### src/rtl/uart_tx_arb_pkg.sv
// uart_tx_arb_pkg
//   Shared definitions for the UART TX arbiter:
//   - state_t            : arbiter state encoding (IDLE / OWN)
//   - clog2              : ceiling log2, used to size counters and indices
//   - calc_bit_cycles    : clock cycles per bit from clock and baud rate
//   - calc_idle_cycles   : owner-idle cycles before the grant is released
//   The timing localparams themselves depend on the top-level parameters,
//   so the top module derives BIT_CYCLES / IDLE_CYCLES through these helpers.
package uart_tx_arb_pkg;

    typedef enum logic {
        IDLE = 1'b0,
        OWN  = 1'b1
    } state_t;

    // Ceiling log2; clog2(1) = 0, clog2(2) = 1, clog2(385) = 9.
    function automatic int clog2(input int value);
        int result;
        int v;
        result = 0;
        v      = value - 1;
        while (v > 0) begin
            result++;
            v = v >> 1;
        end
        return result;
    endfunction

    function automatic int calc_bit_cycles(input int clk_freq, input int baudrate);
        return clk_freq / baudrate;
    endfunction

    function automatic int calc_idle_cycles(input int idle_bits, input int bit_cycles);
        return idle_bits * bit_cycles;
    endfunction

endpackage

### src/rtl/uart_tx_arb_sync.sv
// uart_tx_arb_sync
//   Per-source input conditioning: SYNC_STAGES-deep synchroniser that resets
//   to the idle (high) level, followed by a falling-edge detector.
//   Ports:
//     clk_i  - system clock
//     rst_i  - synchronous active-high reset (all flops go to 1)
//     line   - raw, possibly asynchronous UART TX line
//     s      - synchronised line level
//     fe     - high for one cycle when s goes 1 -> 0 (frame start candidate)
module uart_tx_arb_sync #(
    parameter int SYNC_STAGES = 2
) (
    input  logic clk_i,
    input  logic rst_i,
    input  logic line,
    output logic s,
    output logic fe
);

    logic [SYNC_STAGES-1:0] sync_q;
    logic                   s_prev_q;

    always_ff @(posedge clk_i) begin
        if (rst_i) begin
            sync_q   <= '1;
            s_prev_q <= 1'b1;
        end else begin
            sync_q   <= {sync_q[SYNC_STAGES-2:0], line};
            s_prev_q <= sync_q[SYNC_STAGES-1];
        end
    end

    assign s  = sync_q[SYNC_STAGES-1];
    assign fe = s_prev_q & ~sync_q[SYNC_STAGES-1];

endmodule

### src/rtl/uart_tx_arb.sv
// uart_tx_arb
//   Merges NUM_CH UART TX lines onto one registered TX pin.
//   MODE=1: a source is granted the pin on its start edge and keeps it until
//           its line has been high for IDLE_BITS bit periods; start edges from
//           other sources meanwhile are discarded and reported on drop_o.
//   MODE=0: legacy wired-AND of all synchronised lines.
//   Ports:
//     clk_i      - system clock
//     rst_i      - synchronous active-high reset
//     uart_tx_i  - per-source TX lines (idle high, may be asynchronous)
//     uart_tx_o  - merged TX line, registered (SYNC_STAGES+1 cycles latency)
//     active_o   - one-hot current owner, zero when idle
//     drop_o     - one-cycle pulse per source whose frame start was discarded
module uart_tx_arb
    import uart_tx_arb_pkg::*;
#(
    parameter int NUM_CH      = 2,
    parameter int CLK_FREQ    = 32000000,
    parameter int BAUDRATE    = 1000000,
    parameter int IDLE_BITS   = 12,
    parameter int SYNC_STAGES = 2,
    parameter int MODE        = 1
) (
    input  logic              clk_i,
    input  logic              rst_i,
    input  logic [NUM_CH-1:0] uart_tx_i,
    output logic              uart_tx_o,
    output logic [NUM_CH-1:0] active_o,
    output logic [NUM_CH-1:0] drop_o
);

    localparam int BIT_CYCLES  = calc_bit_cycles(CLK_FREQ, BAUDRATE);
    localparam int IDLE_CYCLES = calc_idle_cycles(IDLE_BITS, BIT_CYCLES);
    localparam int CNT_W       = clog2(IDLE_CYCLES + 1);
    localparam int IDX_W       = (clog2(NUM_CH) < 1) ? 1 : clog2(NUM_CH);

    localparam logic [CNT_W-1:0] CNT_MAX = CNT_W'(IDLE_CYCLES);
    localparam logic [CNT_W-1:0] CNT_REL = CNT_W'(IDLE_CYCLES - 1);

    logic [NUM_CH-1:0] s;
    logic [NUM_CH-1:0] fe;

    for (genvar g = 0; g < NUM_CH; g++) begin : g_sync
        uart_tx_arb_sync #(
            .SYNC_STAGES(SYNC_STAGES)
        ) u_sync (
            .clk_i (clk_i),
            .rst_i (rst_i),
            .line  (uart_tx_i[g]),
            .s     (s[g]),
            .fe    (fe[g])
        );
    end

    function automatic logic [NUM_CH-1:0] onehot(input logic [IDX_W-1:0] idx);
        logic [NUM_CH-1:0] v;
        v      = '0;
        v[idx] = 1'b1;
        return v;
    endfunction

    state_t            state_q, state_d;
    logic [IDX_W-1:0]  owner_q, owner_d;
    logic [IDX_W-1:0]  last_q, last_d;
    logic [CNT_W-1:0]  cnt_q, cnt_d;
    logic              tx_d;
    logic [NUM_CH-1:0] active_d;
    logic [NUM_CH-1:0] drop_d;
    logic              win_found;
    logic [IDX_W-1:0]  win_idx;
    logic              owner_line;
    logic              release_hit;

    assign owner_line  = s[owner_q];
    // Owner has been high for IDLE_CYCLES consecutive cycles including this one.
    assign release_hit = owner_line && (cnt_q == CNT_REL);

    // Round-robin search starting just after the previous owner.
    always_comb begin
        win_found = 1'b0;
        win_idx   = '0;
        for (int k = 1; k <= NUM_CH; k++) begin
            if (!win_found && fe[IDX_W'((int'(last_q) + k) % NUM_CH)]) begin
                win_found = 1'b1;
                win_idx   = IDX_W'((int'(last_q) + k) % NUM_CH);
            end
        end
    end

    always_ff @(posedge clk_i) begin
        if (rst_i) begin
            state_q <= IDLE;
        end else begin
            state_q <= state_d;
        end
    end

    always_comb begin
        state_d = state_q;
        if (MODE != 0) begin
            case (state_q)
                IDLE:    if (win_found)   state_d = OWN;
                OWN:     if (release_hit) state_d = IDLE;
                default: state_d = IDLE;
            endcase
        end
    end

    // Next values of the registered outputs, counter and owner bookkeeping.
    always_comb begin
        tx_d     = 1'b1;
        active_d = '0;
        drop_d   = '0;
        cnt_d    = cnt_q;
        owner_d  = owner_q;
        last_d   = last_q;
        if (MODE == 0) begin
            tx_d = &s;
        end else begin
            case (state_q)
                IDLE: begin
                    cnt_d = '0;
                    if (win_found) begin
                        // Winner's start bit goes out on the grant cycle itself.
                        tx_d     = s[win_idx];
                        active_d = onehot(win_idx);
                        drop_d   = fe & ~onehot(win_idx);
                        owner_d  = win_idx;
                        last_d   = win_idx;
                    end
                end
                OWN: begin
                    tx_d     = owner_line;
                    drop_d   = fe & ~onehot(owner_q);
                    active_d = release_hit ? '0 : onehot(owner_q);
                    if (!owner_line) begin
                        cnt_d = '0;
                    end else if (cnt_q != CNT_MAX) begin
                        cnt_d = cnt_q + 1'b1;
                    end
                end
                default: begin
                    cnt_d = '0;
                end
            endcase
        end
    end

    always_ff @(posedge clk_i) begin
        if (rst_i) begin
            uart_tx_o <= 1'b1;
            active_o  <= '0;
            drop_o    <= '0;
            cnt_q     <= '0;
            owner_q   <= '0;
            last_q    <= IDX_W'(NUM_CH - 1);
        end else begin
            uart_tx_o <= tx_d;
            active_o  <= active_d;
            drop_o    <= drop_d;
            cnt_q     <= cnt_d;
            owner_q   <= owner_d;
            last_q    <= last_d;
        end
    end

endmodule
### config.mk
export PLATFORM = sky130hd
export DESIGN_NAME = uart_tx_arb
export DESIGN_NICKNAME = d
export VERILOG_FILES = /design/src/rtl/uart_tx_arb_pkg.sv /design/src/rtl/uart_tx_arb_sync.sv /design/src/rtl/uart_tx_arb.sv
export SDC_FILE = /design/constraint.sdc
export NUM_CORES = 1
export LEC_CHECK = 0
export BUFFER_PORTS_ARGS = -buffer_cell sky130_fd_sc_hd__clkbuf_2
export CELL_PAD_IN_SITES_DETAIL_PLACEMENT = 1
export CELL_PAD_IN_SITES_GLOBAL_PLACEMENT = 1
export CORE_MARGIN = 5
export CORE_UTILIZATION = 46
export CTS_CLUSTER_SIZE = 12
export DETAILED_ROUTE_END_ITERATION = 12
export PLACE_DENSITY = 0.82
export SYNTH_ARGS = -nofsm -noshare
export SYNTH_HDL_FRONTEND = slang
export SYNTH_SLANG_ARGS = --single-unit
### constraint.sdc
create_clock -name clk_i -period 2.3 [get_ports clk_i]
set_clock_uncertainty 0.05 [all_clocks]
set_input_delay 0.23 -clock clk_i [delete_from_list [all_inputs] [get_ports clk_i]]
set_output_delay 0.23 -clock clk_i [all_outputs]
set_load 0.01 [all_outputs]
==> flow_summary.yaml <==
timing:
  rsz0062_at_grt: "false"
  tns_ps: 0
  finalHoldViolCount: 0
  clock.fmax_mhz: 631
  period_minus_slack_ps: 1580
  tightestPinTransition_ps: 562
  setup_viol: 0
  max_slew_margin_pct: 62.0
  drv_slew: 0
  whs_ps: 39.0
  finalCritPeriodShare_pct: 68.9
grt:
  grt.total_usage_pct: 13.0
  grt_pass1_vias: 742
  grt_pass1_wl_mm: 3.24
  grt_max_degree: 15
  grt-ovfl-total: 0
  antenna_found_initial: 0
clock_tree:
  clk_latency_ps: 310
  path_clk_slew_ps: 120
  cts.sinks: 23
  cts_tree: "yes"
  postCtsSetupBuffers: 0
  cts_buffer_depth: 2
  cts-htree-levels: 1
  ctsResizeCount: 0
  hold_buffers: 0
  cts_buffers: 3
  clockRootBuffer: "clkbuf_4"
power:
  switching_share_pct: 22.6
  p_int_uw: 486
  p_per_area_nw_per_um2: 602
  pwr-share-seq_pct: 65.8
  worst_ir_drop_vdd_mv: 0.379
  switching_power_uw: 142
  pwr-share-comb_pct: 4.7
  p_leak_uw: 0.000368
  clkPwrFrac_pct: 29.5
critical_path:
  worstPathMaxFanout: 6
  cp_data_arrival_time_ps: 1730
  slowest_stage: "nor4b_1"
  critPathMaxStageDelay_ps: 500
  crit_cells: 4
  endpoint_kind: "flop"
  r2r_cells: 4
  crit_type: "flop to flop"
  start_kind: "flop"
  critPathTopFamily: "simple AND/OR/NAND/NOR gates"
  cp_cell_sequence: "ha_1, nand3_4, nor4b_1, o32ai_1"
  crit_buf_inv: 0
  worst_ep_required_time_ps: 2450
drt:
  drt-met1-wl_um: 814
  topRoutingLayerUsed: "met4"
  ant_nets: 0
  met2WireLength_um: 921
  wirelength_mm: 1.82
  drtPass1Iterations: 4
  vias: 742
  route.detailed.drc: 0
  wl_met3_um: 61
  drt_iter0_markers: 7
  avgViaCountPerCell: 5.42
  wl_per_cell_um: 13.3
floorplanning:
  rows: 16
  ios: 9
  core_um2: 1960
  fp.dieH_um: 55.3
  initial_utilization_pct: 48.2
  die_area_um2: 3060
  die_w_um: 55.3
finish:
  area_delta_synth_final_pct: 10.3
  design_area_um2: 1040
  drive_above_1_share_pct: 20.9
  final_nets: 117
  antenna_cells: 0
  nFillCells: 248
place:
  portBuffers: 8
  gp_congestion: 0.827
  dp_hpwl_mm: 1.37
  placed_cell_area_um2: 1020
yosys:
  synth_xor_area_share_pct: 1.85
  yosys-top-cells-area: "dfxtp_1, a21oi_1, o21ai_0"
  synthMuxAreaShare_pct: 2.25
  synth_warnings: 0
  ys_ff_latch: 23
  yosysUniqueCellTypes: 33
  synth-seq-area-share_pct: 48.7
  synthCells: 99
  yosysTopAreaCell: "dfxtp_1"
  syn_area_per_cell_um2: 9.55
  synth-adder-area-share_pct: 2.65
  syn_area_um2: 946
  netlist.area_leader.share_pct: 48.7
  synth_fp_nets: 105
  synthSimpleGateAreaFrac_pct: 25.9
  synth_top_family_by_area: "simple AND/OR/NAND/NOR gates"
  synth_compound_area_share_pct: 15.1
hold_path:
  hold_depth: 2
  hp-class: "input pin to flop"
job:
  cap_viol_max_count: 0
status:
  status: "finished clean"
==> layer usage <==
layer / track usage, % / vias to the layer above
li1: - / 372
met1: 14.7 / 355
met2: 23.1 / 12
met3: 3.03 / 3
met4: 5.21 / 0
met5: 0 / -
==> cell usage after synthesis <==
master	instances
or3_1	2
or4b_1	1
nand2b_1	4
a21oi_1	9
or4_1	1
o21bai_1	1
a211o_2	1
nand4_1	1
xor2_1	1
nor2_1	3
nand3b_1	1
a21o_1	1
clkbuf_1	1
nand3_4	1
xnor2_1	1
inv_1	8
nor4b_1	2
or3_2	1
or4bb_1	1
nor3b_1	2
ha_1	2
dfxtp_1	23
mux2i_1	1
o31ai_1	1
o21ai_0	8
nand2_1	5
o32ai_1	2
nand3_1	4
and2b_1	1
or2_2	6
and4bb_2	1
mux2_2	1
a211oi_1	1
==> power by group through the flow <==
stage	logic, uW	registers (uW)	clock network (uW)
after floorplan	19.3	422	0
after global placement	28.2	422	0
after detailed placement	29.3	423	0
after CTS	29.7	413	195
after global routing	32.6	415	210
final	29.3	413	186
==> per-stage QoR <==
step | instances | util, % | worst slack [ps] | power, uW
2_1_floorplan | 99 | - | 890 | 441
5_1_grt | 137 | 53.2 | 623 | 658
4_1_cts | 137 | 53.2 | 714 | 638
3_5_place_dp | 133 | 51.8 | 750 | 452
3_3_place_gp | 133 | 51.8 | 813 | 450
6_report | 137 | 53.2 | 716 | 628
==> kinds of logic (layout without fill, tap and decap cells) <==
group                      Yosys count  in the layout
AOI/OAI and AO/OA                   24             24
adders and majority gates            2              2
DFF                                 23             23
and+or+nand+nor                     37             37
muxes                                2              2
xor gates and xnor gates             2              2
buffers and inverters                9             20
==> cell type report <==
class                           count  area (um2)  share of cell area [%]
Clock buffer                        3        22.5                    2.16
Clock inverter                      1        5.00                   0.480
Inverter                            8        30.0                    2.88
Multi-Input combinational cell     67         452                    43.3
Sequential cell                    23         460                    44.1
Tap cell                           27        33.8                    3.24
Timing Repair Buffer                8        40.0                    3.84
==> registers in the layout, summed over array words and instances, names as in the netlist <==
| register | flops |
|---|---|
| active_o | 2 |
| cnt_q | 9 |
| drop_o | 2 |
| g_sync.u_sync.s_prev_q | 2 |
| g_sync.u_sync.sync_q | 4 |
| last_q | 1 |
| owner_q | 1 |
| state_q | 1 |
| uart_tx_o | 1 |
==> worst reg2reg max path, stage by stage, from the launching register on <==
cell	delay (ps)
dfxtp_1	420
ha_1	240
nand3_4	120
nor4b_1	500
o32ai_1	150
==> cell usage in the layout, fill, tap and decap left out, types with 2 or more instances in the layout <==
| cell | instances |
|---|---|
| clkbuf_2 | 8 |
| o32ai_1 | 2 |
| or2_2 | 6 |
| nand3_1 | 4 |
| nand2_1 | 5 |
| nor4b_1 | 2 |
| nor2_1 | 3 |
| or3_1 | 2 |
| ha_1 | 2 |
| dfxtp_1 | 23 |
| nor3b_1 | 2 |
| o21ai_0 | 8 |
| inv_1 | 8 |
| clkbuf_4 | 3 |
| a21oi_1 | 9 |
| nand2b_1 | 4 |
==> worst paths after layout <==
path / start / endpoint / slack (ps)
worst max-delay path: cnt_q[1]$_SDFFE_PP0P_ / active_o[1]$_SDFF_PP0_ / 720
worst max register to register: cnt_q[1]$_SDFFE_PP0P_ / active_o[1]$_SDFF_PP0_ / 720
worst min register to register: g_sync[1].u_sync.s_prev_q$_SDFF_PP1_ / drop_o[1]$_SDFF_PP0_ / 380
worst min-delay path: uart_tx_i[0] / g_sync[0].u_sync.sync_q[0]$_SDFF_PP1_ / 40
Power figures use the tool's default switching activity.
